===== src/rtl/rab_slice_cfg_seq_pkg.sv =====
// Types and constants shared by the RAB slice configuration sequencer.
// Defining RAB_SLICE_CFG_VERIFY_EN adds the flags read-back states to the FSM.
package rab_slice_cfg_seq_pkg;

  localparam int LITE_AW = 32;
  localparam int LITE_DW = 32;

  localparam logic [31:0] RAB_CFG_BASE     = 32'hA800_0000;
  localparam logic [31:0] RAB_PORT_STRIDE  = 32'h0000_1000;
  localparam logic [31:0] RAB_SLICE_STRIDE = 32'h0000_0020;

  // Flags sit in the last slice register so a partial sequence never enables a slice.
  localparam logic [4:0] SLICE_OFS_FLAGS = 5'h18;

  localparam logic [1:0] AXI_RESP_OKAY   = 2'b00;
  localparam logic [1:0] AXI_RESP_SLVERR = 2'b10;

  typedef enum logic [1:0] {
    CFG_OK     = 2'd0,
    CFG_BRESP  = 2'd1,
    CFG_RANGE  = 2'd2,
    CFG_VERIFY = 2'd3
  } rab_cfg_status_e;

  typedef enum logic [2:0] {
    ST_IDLE,
    ST_CHECK,
    ST_WR_AW_W,
    ST_WR_B,
`ifdef RAB_SLICE_CFG_VERIFY_EN
    ST_VERIFY_AR,
    ST_VERIFY_R,
`endif
    ST_DONE
  } seq_state_e;

  typedef struct packed {
    logic [LITE_AW-1:0]   aw_addr;
    logic [2:0]           aw_prot;
    logic                 aw_valid;
    logic [LITE_DW-1:0]   w_data;
    logic [LITE_DW/8-1:0] w_strb;
    logic                 w_valid;
    logic                 b_ready;
    logic [LITE_AW-1:0]   ar_addr;
    logic [2:0]           ar_prot;
    logic                 ar_valid;
    logic                 r_ready;
  } lite_cfg_req_t;

  typedef struct packed {
    logic               aw_ready;
    logic               w_ready;
    logic [1:0]         b_resp;
    logic               b_valid;
    logic               ar_ready;
    logic [LITE_DW-1:0] r_data;
    logic [1:0]         r_resp;
    logic               r_valid;
  } lite_cfg_resp_t;

  // Word k of a slice lives at byte offset 4*k (0x00..0x18).
  function automatic logic [4:0] slice_reg_ofs(input logic [2:0] word);
    return {word, 2'b00};
  endfunction

endpackage


===== src/rtl/rab_slice_cfg_seq.sv =====
// Programs one RAB TLB slice per descriptor as an ordered series of AXI-Lite single-beat writes.
// Optional flags read-back check is enabled with RAB_SLICE_CFG_VERIFY_EN.
module rab_slice_cfg_seq
  import rab_slice_cfg_seq_pkg::*;
#(
  parameter int          AxiAw       = 64,
  parameter int          LiteAw      = LITE_AW,
  parameter int          LiteDw      = LITE_DW,
  parameter int          NumSlices   = 32,
  parameter logic [31:0] CfgBase     = RAB_CFG_BASE,
  parameter logic [31:0] PortStride  = RAB_PORT_STRIDE,
  parameter logic [31:0] SliceStride = RAB_SLICE_STRIDE,
  parameter type         lite_req_t  = lite_cfg_req_t,
  parameter type         lite_resp_t = lite_cfg_resp_t,
  localparam int         SliceIdxW   = $clog2(NumSlices)
) (
  input  logic                 clk_i,
  input  logic                 rst_i,
  input  logic                 req_valid_i,
  output logic                 req_ready_o,
  input  logic                 req_port_i,
  input  logic [SliceIdxW-1:0] req_idx_i,
  input  logic [AxiAw-1:0]     req_first_i,
  input  logic [AxiAw-1:0]     req_last_i,
  input  logic [AxiAw-1:0]     req_base_i,
  input  logic [2:0]           req_flags_i,
  output logic                 busy_o,
  output logic                 done_o,
  output logic [1:0]           status_o,
  output logic [2:0]           err_wr_idx_o,
  output lite_req_t            cfg_req_o,
  input  lite_resp_t           cfg_resp_i
);

  // Narrow lite bus: lo/hi halves of every address field. Wide bus: even words only.
  localparam bit         SplitWords = (LiteDw < AxiAw);
  localparam logic [2:0] WordStep   = SplitWords ? 3'd1 : 3'd2;
  localparam logic [2:0] LastWord   = SLICE_OFS_FLAGS[4:2];

  seq_state_e          state_reg;
  rab_cfg_status_e     status_reg;
  logic [2:0]          err_idx_reg;
  logic [2:0]          word_reg;
  logic                ready_reg;
  logic                busy_reg;
  logic                done_reg;
  logic                aw_valid_reg;
  logic                w_valid_reg;
  logic                b_ready_reg;
  logic [AxiAw-1:0]    first_reg;
  logic [AxiAw-1:0]    last_reg;
  logic [AxiAw-1:0]    base_reg;
  logic [2:0]          flags_reg;
  logic [LiteAw-1:0]   slice_addr_reg;
  logic [LiteDw-1:0]   wr_data;
  logic [LiteAw-1:0]   wr_addr;
  logic                aw_hs;
  logic                w_hs;
  logic                ar_valid;
  logic                r_ready;
  logic                unused_resp;

  assign aw_hs       = aw_valid_reg & cfg_resp_i.aw_ready;
  assign w_hs        = w_valid_reg & cfg_resp_i.w_ready;
  assign wr_addr     = slice_addr_reg + LiteAw'(slice_reg_ofs(word_reg));
  assign unused_resp = ^cfg_resp_i;

  always_comb begin
    wr_data = '0;
    unique case (word_reg)
      3'd0:    wr_data = LiteDw'(first_reg);
      3'd1:    wr_data = LiteDw'(first_reg >> LiteDw);
      3'd2:    wr_data = LiteDw'(last_reg);
      3'd3:    wr_data = LiteDw'(last_reg >> LiteDw);
      3'd4:    wr_data = LiteDw'(base_reg);
      3'd5:    wr_data = LiteDw'(base_reg >> LiteDw);
      default: wr_data = LiteDw'(flags_reg);
    endcase
  end

`ifdef RAB_SLICE_CFG_VERIFY_EN
  logic ar_valid_reg;
  logic r_ready_reg;
  assign ar_valid = ar_valid_reg;
  assign r_ready  = r_ready_reg;
`else
  assign ar_valid = 1'b0;
  assign r_ready  = 1'b0;
`endif

  always_ff @(posedge clk_i or posedge rst_i) begin
    if (rst_i) begin
      state_reg      <= ST_IDLE;
      status_reg     <= CFG_OK;
      err_idx_reg    <= '0;
      word_reg       <= '0;
      ready_reg      <= 1'b0;
      busy_reg       <= 1'b0;
      done_reg       <= 1'b0;
      aw_valid_reg   <= 1'b0;
      w_valid_reg    <= 1'b0;
      b_ready_reg    <= 1'b0;
      first_reg      <= '0;
      last_reg       <= '0;
      base_reg       <= '0;
      flags_reg      <= '0;
      slice_addr_reg <= '0;
`ifdef RAB_SLICE_CFG_VERIFY_EN
      ar_valid_reg   <= 1'b0;
      r_ready_reg    <= 1'b0;
`endif
    end else begin
      done_reg <= 1'b0;
      unique case (state_reg)
        ST_IDLE: begin
          if (req_valid_i && ready_reg) begin
            ready_reg      <= 1'b0;
            busy_reg       <= 1'b1;
            first_reg      <= req_first_i;
            last_reg       <= req_last_i;
            base_reg       <= req_base_i;
            flags_reg      <= req_flags_i;
            slice_addr_reg <= LiteAw'(CfgBase)
                              + (req_port_i ? LiteAw'(PortStride) : '0)
                              + LiteAw'(req_idx_i) * LiteAw'(SliceStride);
            state_reg      <= ST_CHECK;
          end else begin
            ready_reg <= 1'b1;
          end
        end
        ST_CHECK: begin
          word_reg <= '0;
          if (first_reg > last_reg) begin
            state_reg   <= ST_DONE;
            done_reg    <= 1'b1;
            status_reg  <= CFG_RANGE;
            err_idx_reg <= '0;
          end else begin
            aw_valid_reg <= 1'b1;
            w_valid_reg  <= 1'b1;
            state_reg    <= ST_WR_AW_W;
          end
        end
        ST_WR_AW_W: begin
          // AW and W complete independently; move on once neither is outstanding.
          if (aw_hs) aw_valid_reg <= 1'b0;
          if (w_hs)  w_valid_reg  <= 1'b0;
          if ((aw_hs || !aw_valid_reg) && (w_hs || !w_valid_reg)) begin
            b_ready_reg <= 1'b1;
            state_reg   <= ST_WR_B;
          end
        end
        ST_WR_B: begin
          if (cfg_resp_i.b_valid) begin
            b_ready_reg <= 1'b0;
            if (cfg_resp_i.b_resp != AXI_RESP_OKAY) begin
              state_reg   <= ST_DONE;
              done_reg    <= 1'b1;
              status_reg  <= CFG_BRESP;
              err_idx_reg <= word_reg;
            end else if (word_reg == LastWord) begin
`ifdef RAB_SLICE_CFG_VERIFY_EN
              ar_valid_reg <= 1'b1;
              state_reg    <= ST_VERIFY_AR;
`else
              state_reg   <= ST_DONE;
              done_reg    <= 1'b1;
              status_reg  <= CFG_OK;
              err_idx_reg <= '0;
`endif
            end else begin
              word_reg     <= word_reg + WordStep;
              aw_valid_reg <= 1'b1;
              w_valid_reg  <= 1'b1;
              state_reg    <= ST_WR_AW_W;
            end
          end
        end
`ifdef RAB_SLICE_CFG_VERIFY_EN
        ST_VERIFY_AR: begin
          if (cfg_resp_i.ar_ready) begin
            ar_valid_reg <= 1'b0;
            r_ready_reg  <= 1'b1;
            state_reg    <= ST_VERIFY_R;
          end
        end
        ST_VERIFY_R: begin
          if (cfg_resp_i.r_valid) begin
            r_ready_reg <= 1'b0;
            state_reg   <= ST_DONE;
            done_reg    <= 1'b1;
            if (cfg_resp_i.r_resp != AXI_RESP_OKAY || cfg_resp_i.r_data[2:0] != flags_reg) begin
              status_reg  <= CFG_VERIFY;
              err_idx_reg <= LastWord;
            end else begin
              status_reg  <= CFG_OK;
              err_idx_reg <= '0;
            end
          end
        end
`endif
        ST_DONE: begin
          busy_reg  <= 1'b0;
          ready_reg <= 1'b1;
          state_reg <= ST_IDLE;
        end
        default: state_reg <= ST_IDLE;
      endcase
    end
  end

  always_comb begin
    cfg_req_o          = '0;
    cfg_req_o.aw_addr  = wr_addr;
    cfg_req_o.aw_valid = aw_valid_reg;
    cfg_req_o.w_data   = wr_data;
    cfg_req_o.w_strb   = '1;
    cfg_req_o.w_valid  = w_valid_reg;
    cfg_req_o.b_ready  = b_ready_reg;
    cfg_req_o.ar_addr  = slice_addr_reg + LiteAw'(SLICE_OFS_FLAGS);
    cfg_req_o.ar_valid = ar_valid;
    cfg_req_o.r_ready  = r_ready;
  end

  assign req_ready_o  = ready_reg;
  assign busy_o       = busy_reg;
  assign done_o       = done_reg;
  assign status_o     = status_reg;
  assign err_wr_idx_o = err_idx_reg;

endmodule


===== config.mk =====
export PLATFORM = sky130hd
export DESIGN_NAME = rab_slice_cfg_seq
export DESIGN_NICKNAME = d
export VERILOG_FILES = /design/src/rtl/rab_slice_cfg_seq_pkg.sv /design/src/rtl/rab_slice_cfg_seq.sv
export SDC_FILE = /design/constraint.sdc
export NUM_CORES = 1
export LEC_CHECK = 0
export ABC_AREA = 1
export CAP_MARGIN = 20
export CELL_PAD_IN_SITES_DETAIL_PLACEMENT = 0
export CELL_PAD_IN_SITES_GLOBAL_PLACEMENT = 1
export CORE_MARGIN = 2
export CORE_UTILIZATION = 34
export DETAILED_ROUTE_END_ITERATION = 10
export HOLD_SLACK_MARGIN = 0.03
export PLACE_DENSITY_LB_ADDON = 0.08
export REMOVE_ABC_BUFFERS = 1
export SYNTH_ARGS = -nofsm -noshare
export SYNTH_HDL_FRONTEND = slang
export SYNTH_SLANG_ARGS = --single-unit

===== constraint.sdc =====
create_clock -name clk_i -period 10.95 [get_ports clk_i]
set_clock_uncertainty 0.1 [all_clocks]
set_input_delay 2.19 -clock clk_i [delete_from_list [all_inputs] [get_ports clk_i]]
set_output_delay 2.19 -clock clk_i [all_outputs]
set_load 0.005 [all_outputs]

After elaboration in Yosys (flattened, before gate mapping)
Index checks and enable logic that the tools add are counted.
{ "totals": {"output_inout_bits": 119, "register_bits": 244, "word_cells": 107, "inputBits": 245} }
{ "op_classes": {"n_eq_ne": 20, "magnitude_cmp": 1, "reduce_logical": 21, "bitwise": 2, "n_addsub": 5, "muxes": 43} }
{ "op_table": {"columns": ["operator", "count"], "rows": [
  ["case mux 32 bit (6 select lines)", 1],
  ["> comparator 64 bit", 1],
  ["two-way mux 3 bit", 13],
  ["adder 32 x 10 -> 32 bit", 1],
  ["adder 32 x 13 -> 32 bit, first input constant", 1],
  ["adder 32 x 5 -> 32 bit", 1],
  ["adder 32 x 5 -> 32 bit, second input constant", 1],
  ["!= test 2 bit, second input constant", 9],
  ["two-way mux 1 bit", 14],
  ["two-way mux 13 bit", 1],
  ["== test 3 x 2 -> 1 bit, second input constant", 4],
  ["== test 3 bit, second input constant", 4],
  ["case mux 3 bit (2 select lines)", 2],
  ["case mux 3 bit (4 select lines)", 1],
  ["AND reduction 6 bit", 2],
  ["two-way mux 2 bit", 4],
  ["case mux 1 bit (2 select lines)", 4],
  ["AND reduction 4 bit", 2],
  ["nonzero test 2 bit", 4],
  ["== test 3 x 1 -> 1 bit, second input constant", 2],
  ["logical NOT 3 bit", 2],
  ["case mux 1 bit (3 select lines)", 2],
  ["AND reduction 3 bit", 2],
  ["case mux 2 bit (2 select lines)", 1],
  ["other kinds (8)", 13]
]} }

Depth between registers and ports, before layout
{ "depth": {"ltp_word": 5, "depth_mapped": 20, "mapped_depth_nobuf": 20} }

Worst setup path after synthesis
No wires, ideal clock.
{ "synth_path": {"path_type": "register -> output", "start": "reg word_reg[0]", "end": "out cfg_req_o[55] (netlist bit)", "path_stages_with_launch": 8, "required_ns": 8.660, "arrival_ns": 1.685, "n_path_buf": 1, "slack_ns": 6.975, "path_cell_list": "dfrtp_1 > inv_1 > ha_1 > nand2_1 > clkinv_1 > buf_2 > a221oi_1 > o221ai_1"} }
{ "synth_lines": {"columns": ["element", "line", "rtl"], "rows": [
  ["start: declaration", "rab_slice_cfg_seq.sv:43", "logic [2:0] word_reg;"],
  ["start signal: assignment", "rab_slice_cfg_seq.sv:172", "word_reg <= word_reg + WordStep;"],
  ["end: declaration", "rab_slice_cfg_seq.sv:31", "output lite_req_t cfg_req_o,"]
]} }

==> results.json <==
{
  "p_sw_frac": 0.387,
  "yosys-top-cells-count": "nand2_1 (530), dfrtp_1 (219), inv_1 (135), o21ai_0 (124)",
  "path_buf_inv": 3,
  "grt_pass1_wl_um": 54700,
  "r2r-end": "first_reg[59]$_DFFE_PP0P_",
  "final_hold_viol_count": 0,
  "fmax_ghz": 0.161,
  "slew_viol_final": 0,
  "cts_resized": 0,
  "place_ws_ns": 5.20,
  "wl_um": 35200,
  "r2r_cells": 7,
  "drt_iter0_drc": 530,
  "first_global_vias": 9763,
  "avgSynthCellArea_sq_um": 8.17,
  "drive_above_1_share": 0.0397,
  "relSlewSlack": 0.403,
  "hold_path_class": "reg2reg",
  "grt.total_usage": 0.197,
  "ctsHoldBuffers": 0,
  "hold_path_depth": 2,
  "pwr-share-clk": 0.219,
  "multi_input_area_sq_mm": 0.00492,
  "path_clk_slew_ns": 0.07,
  "fin_ws_ns": 4.75,
  "stdcell_area_sq_mm": 0.0152,
  "initial_core_util": 0.344,
  "clock-root-buffer": "clkbuf_16",
  "wl_per_cell_um": 16.6,
  "antenna_found_initial": 3,
  "p_int_mw": 2.49,
  "fin_cells": 2113,
  "num-fill-cells": 3380,
  "worstPathArrival_ns": 3.91,
  "clock_path_buffers": 3,
  "critPathKind": "reg2out",
  "synth-seq-cells": 219,
  "post-route-period-util": 0.566,
  "die-width_um": 188,
  "drc": 0,
  "rows": 67,
  "h-tree-depth": 1,
  "slowest_stage": "clkinv_1",
  "run_status": "finished, final reports clean",
  "p_sw_mw": 1.57,
  "core_sq_mm": 0.0334,
  "via_per_inst": 4.60,
  "dp_hpwl_um": 23600,
  "ioPinCount": 364,
  "synth_area_leaders": "dfrtp_1 (48%), nand2_1 (17%), ha_1 (7.5%), o21ai_0 (5.4%), buf_4 (4.5%)",
  "maxCapViolCount": 0,
  "ir_worst_vdd_mv": 0.135,
  "critPathLaunchType": "register",
  "io_buffers": 272,
  "cts_setup_buffers": 0,
  "hp-start": "base_reg[60]$_DFFE_PP0P_",
  "async_flop_share": 1.00,
  "finalSetupViolCount": 0,
  "rr_startpoint": "state_reg[1]$_DFFE_PP0P_",
  "grt_max_degree": 219,
  "p_comb_frac": 0.441,
  "max_stage_delay_ns": 0.90,
  "yosysSeqAreaShare": 0.476,
  "ys_warn_count": 0,
  "pwr_density_cell_mw_per_mm2": 267,
  "cp_cell_sequence": "inv_1 > ha_1 > nand2_2 > clkinv_1 > nand2_1 > o21ai_0 > a221oi_1 > o221ai_1 > clkdlybuf4s50_1",
  "clkSinkCount": 219,
  "cts_tree": "done",
  "dp_cells": 2064,
  "worst_slew_pin_slew_ns": 0.891,
  "worstSkewPairLatency_ns": 0.53,
  "min_period_ns": 6.20,
  "synth_most_common_cell": "nand2_1",
  "cts-buffers-inserted": 26,
  "die-area_sq_mm": 0.0353,
  "rsz0062_at_grt": "false",
  "placed_area_sq_mm": 0.0143,
  "postRouteAntennaNets": 0,
  "syn_inst": 1409,
  "seqCellArea_sq_mm": 0.00548,
  "overflow": 0,
  "detail_route.first_pass.iterations": 5,
  "r2r_setup_slack_ns": 8.08,
  "min_to": "base_reg[60]$_DFFE_PP0P_",
  "ys.flop_type": "dfrtp_1",
  "finalPower_mw": 4.06,
  "synth_cell_types": 34,
  "pwr-share-seq": 0.340,
  "nets": 1958,
  "die-height_um": 188,
  "end_kind": "primary output",
  "syn_area_sq_mm": 0.0115,
  "area_growth_pct": 31.9,
  "vias": 9718,
  "yosys.area.top_type": "dfrtp_1",
  "critPathRequiredTime_ns": 8.66,
  "fin_setup_tns_ns": 0,
  "p_leak_nw": 7.24,
  "path_delay_family": "buffers and inverters",
  "synth_top_area_share": 0.476,
  "place_congestion": 0.769,
  "synth-edff-count": 0,
  "critPathMaxFanout": 17
}
==> power by group through the flow <==
| stage | clock, mW | sequential [mW] | combinational (mW) |
|---|---|---|---|
| floorplan | 0 | 1.35 | 1.12 |
| global placement | 0 | 1.39 | 1.80 |
| detailed placement | 0 | 1.39 | 1.81 |
| CTS | 0.911 | 1.38 | 1.83 |
| global route | 0.944 | 1.42 | 2.07 |
| finish | 0.889 | 1.38 | 1.79 |
==> layout make-up <==
type	instances	area share
clock inverter	6	0.00552
timing repair buffer	282	0.185
multi-input combinational	975	0.324
antenna	2	0.000330
sequential	219	0.361
clock buffer	41	0.0519
tap	448	0.0369
inverter	140	0.0353
==> how the worst max path moves through the flow <==
| stage | from | endpoint | slack, ns | cells after the start |
|---|---|---|---|---|
| finish | word_reg[1]$_DFFE_PP0P_ | cfg_req_o[59] | 4.75 | 9 |
| global route | word_reg[1]$_DFFE_PP0P_ | cfg_req_o[59] | 4.42 | 9 |
| CTS | word_reg[1]$_DFFE_PP0P_ | cfg_req_o[59] | 4.62 | 9 |
| detailed placement | word_reg[1]$_DFFE_PP0P_ | cfg_req_o[61] | 5.20 | 7 |
| global placement | word_reg[1]$_DFFE_PP0P_ | cfg_req_o[59] | 5.23 | 9 |
| floorplan | req_valid_i | base_reg[13]$_DFFE_PP0P_ | 1.24 | 5 |
==> layer usage <==
metal / up-vias / share of wire / GRT usage
met2: 309 / 0.45 / 0.314
met5: - / 0.00045 / 0
met4: 2 / 0.021 / 0.0424
met3: 46 / 0.065 / 0.0402
li1: 4904 / - / -
met1: 4457 / 0.47 / 0.276
==> worst reg2reg max path, delay by kind of cell (launching register included) <==
family          cells  cell delay [ns]
flops               1             0.40
simple gates        3             0.66
buf+inv             3             1.47
compound gates      1             0.13
==> layout by cell type, fill, tap and decap left out, types with 4 or more instances in the layout <==
cell type	count
dfrtp_1	219
o211ai_1	13
inv_1	132
o2111ai_1	7
clkinv_1	4
a221oi_1	24
clkbuf_8	6
o21ai_0	124
nor2_1	31
o22ai_1	27
nand2_1	530
nor2_2	5
conb_1	55
clkbuf_16	27
o221ai_1	10
clkdlybuf4s50_1	272
a21oi_1	40
nand3_1	17
ha_1	69
nand4_1	8
buf_4	9
clkbuf_1	8
==> per-stage QoR <==
stage | utilization | hold WS [ns]
floorplan | - | 0.342
global placement | 0.428 | 0.357
detailed placement | 0.428 | 0.359
CTS | 0.454 | 0.374
global route | 0.454 | 0.388
finish | 0.454 | 0.372
==> logic make-up after synthesis <==
group | synth area share
fa+ha+maj | 0.0750
flops | 0.476
simple gates | 0.206
compound gates | 0.128
buf+inv | 0.114
other cells | 0.000652
Note: power is estimated with default switching activity, not from simulation.
